$ cat src/rtl/deadtime_scaler_multi.sv
// deadtime_scaler_multi: per-channel dead-time scalers latched once per PPS second.
// Each channel prescales its dead clocks by 2^PRESCALE_BITS and accumulates the result.
// At every PPS the accumulator is clamped into an OUT_BITS-wide field starting at
// OUT_SHIFT, and the field is latched as that channel's scaler for the second.
// Optional feature: define DEADTIME_SAT_FLAG_EN to add sat_o, a per-channel flag
// that marks scalers clamped at capture.
module deadtime_scaler_multi #(
  parameter int NCH           = 4,
  parameter int PRESCALE_BITS = 5,
  parameter int ACC_BITS      = 24,
  parameter int OUT_SHIFT     = 6,
  parameter int OUT_BITS      = 16,
  localparam int SEL_W        = (NCH > 1) ? $clog2(NCH) : 1
) (
  input  logic                    clk_i,
  input  logic                    rst_i,
  input  logic [NCH-1:0]          dead_i,
  input  logic                    pps_i,
  input  logic [SEL_W-1:0]        sel_i,
  output logic [NCH*OUT_BITS-1:0] deadtime_o,
  output logic [OUT_BITS-1:0]     rd_data_o,
  output logic                    valid_o
`ifdef DEADTIME_SAT_FLAG_EN
  ,
  output logic [NCH-1:0]          sat_o
`endif
);

  logic [PRESCALE_BITS-1:0] presc  [NCH];
  logic [ACC_BITS-1:0]      acc    [NCH];
  logic [OUT_BITS-1:0]      scaler [NCH];
  logic                     vld_p1;
  logic [OUT_BITS-1:0]      rd_sel;
  logic [OUT_BITS-1:0]      rd_p1;

  // An accumulator is saturated when any bit above the reported field is set,
  // or when it has stuck at all-ones.
  function automatic logic is_saturated(input logic [ACC_BITS-1:0] a);
    logic hit;
    hit = &a;
    for (int i = OUT_SHIFT + OUT_BITS; i < ACC_BITS; i++) begin
      hit = hit | a[i];
    end
    return hit;
  endfunction

  // Reported field of the accumulator, forced to all-ones when saturated.
  function automatic logic [OUT_BITS-1:0] clamp_field(input logic [ACC_BITS-1:0] a);
    if (is_saturated(a)) begin
      return '1;
    end
    return OUT_BITS'(a >> OUT_SHIFT);
  endfunction

  // Per-channel prescale/accumulate; PPS latches the scaler and restarts the second.
  always_ff @(posedge clk_i) begin
    if (rst_i) begin
      for (int k = 0; k < NCH; k++) begin
        presc[k]  <= '0;
        acc[k]    <= '0;
        scaler[k] <= '0;
      end
`ifdef DEADTIME_SAT_FLAG_EN
      sat_o <= '0;
`endif
    end else begin
      for (int k = 0; k < NCH; k++) begin
        if (pps_i) begin
          // A dead PPS cycle already belongs to the new second; its carry is dropped.
          scaler[k] <= clamp_field(acc[k]);
          acc[k]    <= '0;
          presc[k]  <= PRESCALE_BITS'(dead_i[k]);
`ifdef DEADTIME_SAT_FLAG_EN
          sat_o[k]  <= is_saturated(acc[k]);
`endif
        end else if (dead_i[k]) begin
          presc[k] <= presc[k] + 1'b1;
          if (&presc[k] && !(&acc[k])) begin
            acc[k] <= acc[k] + 1'b1;
          end
        end
      end
    end
  end

  // Stage p1: valid pulse follows the PPS cycle, aligned with the new scalers.
  always_ff @(posedge clk_i) begin
    if (rst_i) begin
      vld_p1 <= 1'b0;
    end else begin
      vld_p1 <= pps_i;
    end
  end

  // Read-mux selection; out-of-range selects read as zero.
  always_comb begin
    rd_sel = '0;
    for (int k = 0; k < NCH; k++) begin
      if (sel_i == SEL_W'(k)) begin
        rd_sel = scaler[k];
      end
    end
  end

  // Stage p1: registered read-mux output.
  always_ff @(posedge clk_i) begin
    if (rst_i) begin
      rd_p1 <= '0;
    end else begin
      rd_p1 <= rd_sel;
    end
  end

  // Pack latched scalers onto the status bus.
  always_comb begin
    deadtime_o = '0;
    for (int k = 0; k < NCH; k++) begin
      deadtime_o[k*OUT_BITS +: OUT_BITS] = scaler[k];
    end
  end

  assign valid_o   = vld_p1;
  assign rd_data_o = rd_p1;

endmodule
$ cat config.mk
export PLATFORM = sky130hd
export DESIGN_NAME = deadtime_scaler_multi
export DESIGN_NICKNAME = d
export VERILOG_FILES = /design/src/rtl/deadtime_scaler_multi.sv
export SDC_FILE = /design/constraint.sdc
export NUM_CORES = 1
export LEC_CHECK = 0
export ABC_AREA = 1
export CAP_MARGIN = 30
export CORE_MARGIN = 2
export CORE_UTILIZATION = 35
export DETAILED_ROUTE_END_ITERATION = 16
export PLACE_DENSITY = 0.51
export SLEW_MARGIN = 40
export SYNTH_ARGS = -nofsm -noshare
export SYNTH_HDL_FRONTEND = slang
export SYNTH_SLANG_ARGS = --single-unit
$ cat constraint.sdc
create_clock -name clk_i -period 6.8 [get_ports clk_i]
set_clock_uncertainty 0.05 [all_clocks]
set_input_delay 1.36 -clock clk_i [delete_from_list [all_inputs] [get_ports clk_i]]
set_output_delay 1.36 -clock clk_i [all_outputs]
set_load 0.01 [all_outputs]
Word level (Yosys, flattened, before mapping)
Memory sizes are Yosys's and may differ from the RTL's.
Cells that the tools add are included.
{"block": "word_totals", "register_bits": 17, "ramBits": 180, "inputBits": 9, "output_inout_bits": 81, "elab_cells": 154, "n_memories": 3}
{"block": "op_classes", "add_sub_neg": 8, "n_eq_ne": 3, "n_mux": 93, "bitwise_logic": 28, "reduce_logical": 17}
{"memory": "acc", "depth": 4, "width": 24, "read_ports": 4, "rd_clocked_by_memory_dff": 0, "wr": 4, "line_no": "30", "source": "logic [ACC_BITS-1:0] acc [NCH];"}
{"memory": "scaler", "depth": 4, "width": 16, "read_ports": 4, "rd_clocked_by_memory_dff": 0, "wr": 4, "line_no": "31", "source": "logic [OUT_BITS-1:0] scaler [NCH];"}
{"memory": "presc", "depth": 4, "width": 5, "read_ports": 4, "rd_clocked_by_memory_dff": 0, "wr": 4, "line_no": "29", "source": "logic [PRESCALE_BITS-1:0] presc [NCH];"}
{"op": "16-bit two-way mux", "count": 24}
{"op": "24-bit two-way mux", "count": 8}
{"op": "24-bit by 1-bit adder with 24-bit output, second input constant", "count": 4}
{"op": "24-bit AND reduction", "count": 4}
{"op": "1-bit two-way mux", "count": 53}
{"op": "5-bit two-way mux", "count": 8}
{"op": "1-bit OR", "count": 28}
{"op": "5-bit by 1-bit adder with 5-bit output, second input constant", "count": 4}
{"op": "5-bit AND reduction", "count": 4}
{"op": "2-bit == test, second input constant", "count": 2}
{"op": "1-bit logical AND", "count": 4}
{"op": "1-bit zero test", "count": 4}
{"op": "2-bit by 1-bit == test with 1-bit output, second input constant", "count": 1}
{"op": "2-bit zero test", "count": 1}

Logic depth before layout (Yosys ltp)
Gate-level depths: netlist of the first run.
{"block": "logic_depth", "word_depth": 10, "depth_mapped": 9}

Worst setup path before layout of the first run
No wires, ideal clock.
{"block": "synth_timing", "kind": "input -> register", "from": "input rst_i", "to": "memory scaler[0][0] (enable)", "setup_ns": 0.418, "arrival_ns": 2.803, "slack_ns": 3.529, "path_stages": 3, "path_buffers": 1, "path_cell_list": "nor2_2 > buf_4 > inv_1"}
{"element": "start: declaration", "line_no": "16", "source": "input logic rst_i,"}
{"element": "end: declaration", "line_no": "31"}

==> results of run 1 <==
[flip-flops by register name, indices dropped and copies added, names as in the netlist]
| signal | flops |
|---|---|
| valid_o | 1 |
| acc | 96 |
| scaler | 64 |
| presc | 20 |
| rd_data_o | 16 |
[stage by stage]
| step | setup WS (ns) | hold WS [ns] | std cells |
|---|---|---|---|
| after global placement | 2.51 | 0.503 | 1583 |
| after floorplan | 3.53 | 0.503 | 1137 |
| after global routing | 3.12 | 0.567 | 1615 |
| after CTS | 3.25 | 0.535 | 1615 |
| final | 3.27 | 0.527 | 1615 |
| after detailed placement | 2.78 | 0.512 | 1583 |
[cell usage in the layout (no fill, tap or decap), drive strengths merged]
master and instances:
buf 2, nor2 220, nand2 275, xor2 41, nand3b 3, inv 142
clkinv 5, o211ai 5, nor3 26, clkinvlp 3, edfxtp 180, clkbuf 18
o21bai 5, nand4 28, ha 12, and2 2, bufinv 1, clkdlybuf4s50 89
nand3 65, a211oi 3, xnor2 9, dfxtp 17, a21oi 62, nor3b 4
o21ai 14
[cell type report]
cell class	count	area, µm²	area share, %
timing repair buffer	91	906	7.48
tap	384	480	3.97
sequential	197	5750	47.4
clock buffer	18	429	3.54
clock inverter	14	145	1.20
inverter	137	517	4.26
multi-input combinational	774	3890	32.1
[critical path, stage by stage]
cell             delay [ns]
clkdlybuf4s50_1        0.54
nor2_2                 0.15
buf_4                  0.26
nand2_1                0.16
inv_1                  0.09
nand2_1                0.12
o21bai_4               0.35
nand2_2                0.52
[logic make-up (layout without fill, tap and decap cells)]
| logic type | after synthesis | after routing | synth area share (%) |
|---|---|---|---|
| DFF | 197 | 197 | 55.7 |
| AOI/OAI and AO/OA | 89 | 89 | 5.03 |
| adders and majority gates | 12 | 12 | 1.45 |
| xor gates and xnor gates | 50 | 50 | 4.24 |
| and+or+nand+nor | 623 | 623 | 26.8 |
| buffers and inverters | 166 | 260 | 6.77 |
[per-layer routing]
metal	vias up	GRT usage [%]	routed length [µm]
li1	3891	-	-
met2	221	25.3	11000
met1	3599	25.6	13000
met4	0	4.03	325
met5	-	0	0
met3	22	3.38	1720
[where the power goes]
group	internal (mW)	total [mW]	switching, mW
Sequential	1.39	1.46	0.0717
Clock	0.518	1.00	0.486
Combinational	0.0963	0.223	0.127
[worst paths after layout]
kind | endpoint | cells after the start
worst min-delay path | rd_data_o[14]$_SDFF_PP0_ | 2
worst min register to register | rd_data_o[14]$_SDFF_PP0_ | 2
worst max-delay path | acc[2][1]$_SDFFCE_PN0P_ | 8
worst max register to register | acc[0][15]$_SDFFCE_PN0P_ | 6
==> flow_metrics.tcl, run 1 <==
set metrics [dict create \
    place.gp.congestion 0.858 \
    nFillCells 2875 \
    p_leak_nw 4.48 \
    start_util_pct 35.8 \
    synth_top_area_share_pct 52.4 \
    fin_crit_ns 3.53 \
    crit_path_end_kind "flip-flop" \
    gr-total-overflow 0 \
    antenna_cells 0 \
    drt-wirelength-per-cell_um 16.1 \
    drive_above_1_share_pct 7.80 \
    clock_latency_ns 0.45 \
    ys_seq_elements 197 \
    clk_path_buf_depth 2 \
    clockRootBuffer "clkbuf_16" \
    htree_num_levels 4 \
    cts_buffers 17 \
    slew_headroom_pct 43.7 \
    worstSetupPathType "in2reg" \
    required_ns 6.83 \
    dpl_cell_area_um2 11500 \
    grt_start_max_net_pins 65 \
    status "finished, final reports clean" \
    path_clk_slew_ns 0.07 \
    yosysWarningCount 0 \
    clkSinkCount 197 \
    worstMarginPinSlew_ns 0.842 \
    fmax_mhz 283 \
    utilization_pct 42.0 \
    rows 62 \
    drtIter0Drc 719 \
    r2r_start "acc[0][0]$_SDFFCE_PN0P_" \
    cp-start-kind "input pin" \
    portBuffers 89 \
    crit_arrival_ns 3.56 \
    async_reset_ff_share_pct 0 \
    die_w_um 176 \
    crit_start "rst_i" \
    area_growth_syn_to_layout_pct 17.4 \
    finalPower_mw 2.69 \
    die_y_um 176 \
    yosysSeqAreaShare_pct 55.7 \
    synth_area_per_cell_um2 9.08 \
    setup_viol_count_final 0 \
    rsz0062_at_grt "no" \
    drt-vias-per-instance 4.79 \
    synth_common_cells "nand2_1 (270), nor2_1 (186), edfxtp_1 (180)" \
    antenna_found_initial 0 \
    design_area_um2 12100 \
    finalMaxSlewViolations 0 \
    post-route-period-util_pct 52.0 \
    final_hold_viol_count 0 \
    min-delay-start "scaler[3][14]$_SDFFCE_PN0P_" \
    wirelength_um 26000 \
    synth-edff-count 180 \
    r2r_slack_ns 4.09 \
    drc_errors 0 \
    dieArea_um2 30900 \
    hp-class "reg2reg" \
    synth_area_um2 10300 \
    syn_inst 1137 \
    critPathMaxFanout 24 \
    core_area_um2 28900 \
    grt_pass1_vias 7238 \
    syn-num-nets 1158 \
    max-cap-violations 0 \
    yosysTopAreaCell "edfxtp_1" \
    ys_types 39 \
    vdd_drop_max_mv 0.149 \
    ios 90 \
    power.density_nw_per_um2 222 \
    grtUsageTotal_pct 17.1 \
    place_hpwl_um 19500 \
    cts_setup_buffers 0 \
    nets 1239 \
    final.setup.tns_ns 0 \
    ctsHoldBuffers 0 \
    synth_top_flop_cell "edfxtp_1" \
    dr.pass1.iters 5 \
    synth_area_leaders "edfxtp_1 (52%), nand2_1 (9.8%), nor2_1 (6.8%)" \
    cts_resized 0 \
    final_antenna_net_count 0 \
    post-synth-top-count-cell "nand2_1" \
    cts_tree "done" \
    grt_pass1_wl_um 40400 \
    via_count 7733 \
]
Power figures use the tool's default switching activity.
==> run 2: changes to the inputs <==
Clock period 6.8 ns to 3.26 ns, I/O delays scaled along.
==> run 2 against run 1 <==
Effect of this change:
- final area rose by 1.1%
- die area did not move
- critical endpoint is now acc[2][19]$_SDFFCE_PN0P_
- highest routed layer unchanged
- via count up 0.56%
- total power rose by 110%
- combinational power increased by 110%
- first-iteration DRC count down 26%
- register-to-register slack got worse by 3.0 ns
- routed wire length about the same
- largest cell class unchanged
- worst setup slack got worse by 2.5 ns
==> flow_metrics.tcl, run 2 (synthesis gave the netlist of run 1 again) <==
set metrics [dict create \
    crit_chain "clkdlybuf4s50_1, nor2_2, nand2_1, inv_1, nand2_1, o21bai_4, nand2_1, buf_4" \
    dr.pass1.iters 5 \
    cp_num_cells 8 \
    nets 1252 \
    post-route-period-util_pct 77.7 \
    max_flop_register "acc" \
    largestRegisters "acc (96), scaler (64), presc (20)" \
    path_clk_slew_ns 0.07 \
    antenna_found_initial 1 \
    die_w_um 176 \
    drt-wirelength-per-cell_um 16.0 \
    drive_above_1_share_pct 8.60 \
    setup_viol_count_final 0 \
    grt_start_max_net_pins 51 \
    drc_errors 0 \
    layout_commonest_cell "nand2_1" \
    status "finished, final reports clean" \
    required_ns 3.32 \
    crit_path_end_kind "flip-flop" \
    final.setup.tns_ns 0 \
    grt_pass1_vias 7499 \
    via_count 7776 \
    r2r_cells 9 \
    cp.buffers_inverters 3 \
    power.density_nw_per_um2 464 \
    grt_pass1_wl_um 41500 \
    cts_buffers 17 \
    path_delay_family "buffers and inverters" \
    start_util_pct 35.8 \
    worstSetupPathType "in2reg" \
    cts_tree "done" \
    fmax_mhz 395 \
    place.gp.congestion 0.853 \
    largest_reg_flops 96 \
    portBuffers 89 \
    dp_cells 1596 \
    core_area_um2 28900 \
    critPathMaxFanout 24 \
    drt-vias-per-instance 4.77 \
    htree_num_levels 4 \
    clk_path_buf_depth 2 \
    rsz0062_at_grt "no" \
    cts_resized 0 \
    clock_latency_ns 0.43 \
    fin_crit_ns 2.53 \
    slowest_stage "clkdlybuf4s50_1" \
    grtUsageTotal_pct 17.3 \
    finalNonFillerCells 1629 \
    final_antenna_net_count 0 \
    vdd_drop_max_mv 0.287 \
    drtIter0Drc 534 \
    p_leak_nw 4.56 \
    clockRootBuffer "clkbuf_16" \
    worst_path_largest_cell_delay_ns 0.52 \
    die_y_um 176 \
    final_hold_viol_count 0 \
    nFillCells 2897 \
    rows 62 \
    wirelength_um 26000 \
    layout_common_cells "nand2_1 (270), nor2_1 (182), edfxtp_1 (180)" \
    dieArea_um2 30900 \
    area_growth_syn_to_layout_pct 18.7 \
    whs_path_depth 1 \
    gr-total-overflow 0 \
    worstMarginPinSlew_ns 0.648 \
    clkSinkCount 197 \
    crit_top_cell "nand2_1" \
    max-cap-violations 0 \
    ios 90 \
    ctsHoldBuffers 0 \
    crit_arrival_ns 2.59 \
    hp-class "reg2reg" \
    cp-start-kind "input pin" \
    slew_headroom_pct 56.7 \
    finalMaxSlewViolations 0 \
    cts_setup_buffers 0 \
    place_hpwl_um 19900 \
]
## run 2: metal layers
metal | global-route usage (%) | part of all wire (%) | up-vias
li1 | - | - | 3932
met1 | 25.8 | 50 | 3630
met2 | 25.5 | 42 | 200
met3 | 3.44 | 6.3 | 14
met4 | 4.41 | 1.1 | 0
met5 | 0 | 0 | -
## run 2: final timing paths
| check | startpoint | end | slack, ns |
|---|---|---|---|
| worst max register to register | acc[3][0]$_SDFFCE_PN0P_ | acc[3][8]$_SDFFCE_PN0P_ | 1.11 |
| worst min-delay path | acc[3][0]$_SDFFCE_PN0P_ | acc[3][0]$_SDFFCE_PN0P_ | 0.55 |
| worst max-delay path | rst_i | acc[2][19]$_SDFFCE_PN0P_ | 0.73 |
| worst min register to register | acc[3][0]$_SDFFCE_PN0P_ | acc[3][0]$_SDFFCE_PN0P_ | 0.55 |
## run 2: final cells by class
type	count	area [µm²]	share of cell area, %
inverter	137	514	4.20
clock buffer	19	443	3.62
multi-input combinational	774	3890	31.7
tap	384	480	3.92
timing repair buffer	104	1030	8.40
clock inverter	13	149	1.22
antenna	1	2.50	0.0204
sequential	197	5750	46.9
## run 2: power breakdown
| part | switching [mW] | total [mW] | internal [mW] | leakage, nW |
|---|---|---|---|---|
| sequential | 0.146 | 3.05 | 2.90 | 2.14 |
| clock | 0.997 | 2.16 | 1.17 | 0.280 |
| combinational | 0.267 | 0.478 | 0.212 | 2.14 |
| total | 1.41 | 5.69 | 4.28 | 4.56 |
## run 2: metrics by stage
step           cell area [µm²]  hold slack [ns]  util (%)  setup WS (ns)  power (mW)
6_report                 12200            0.548      42.4          0.726        5.69
5_1_grt                  12200            0.577      42.4          0.620        5.88
4_1_cts                  12200            0.554      42.4          0.711        5.72
3_5_place_dp             11600            0.541      40.4          0.245        3.58
3_3_place_gp             11600            0.520      40.4          0.324        3.58
2_1_floorplan            10300            0.503         -          0.697        3.28
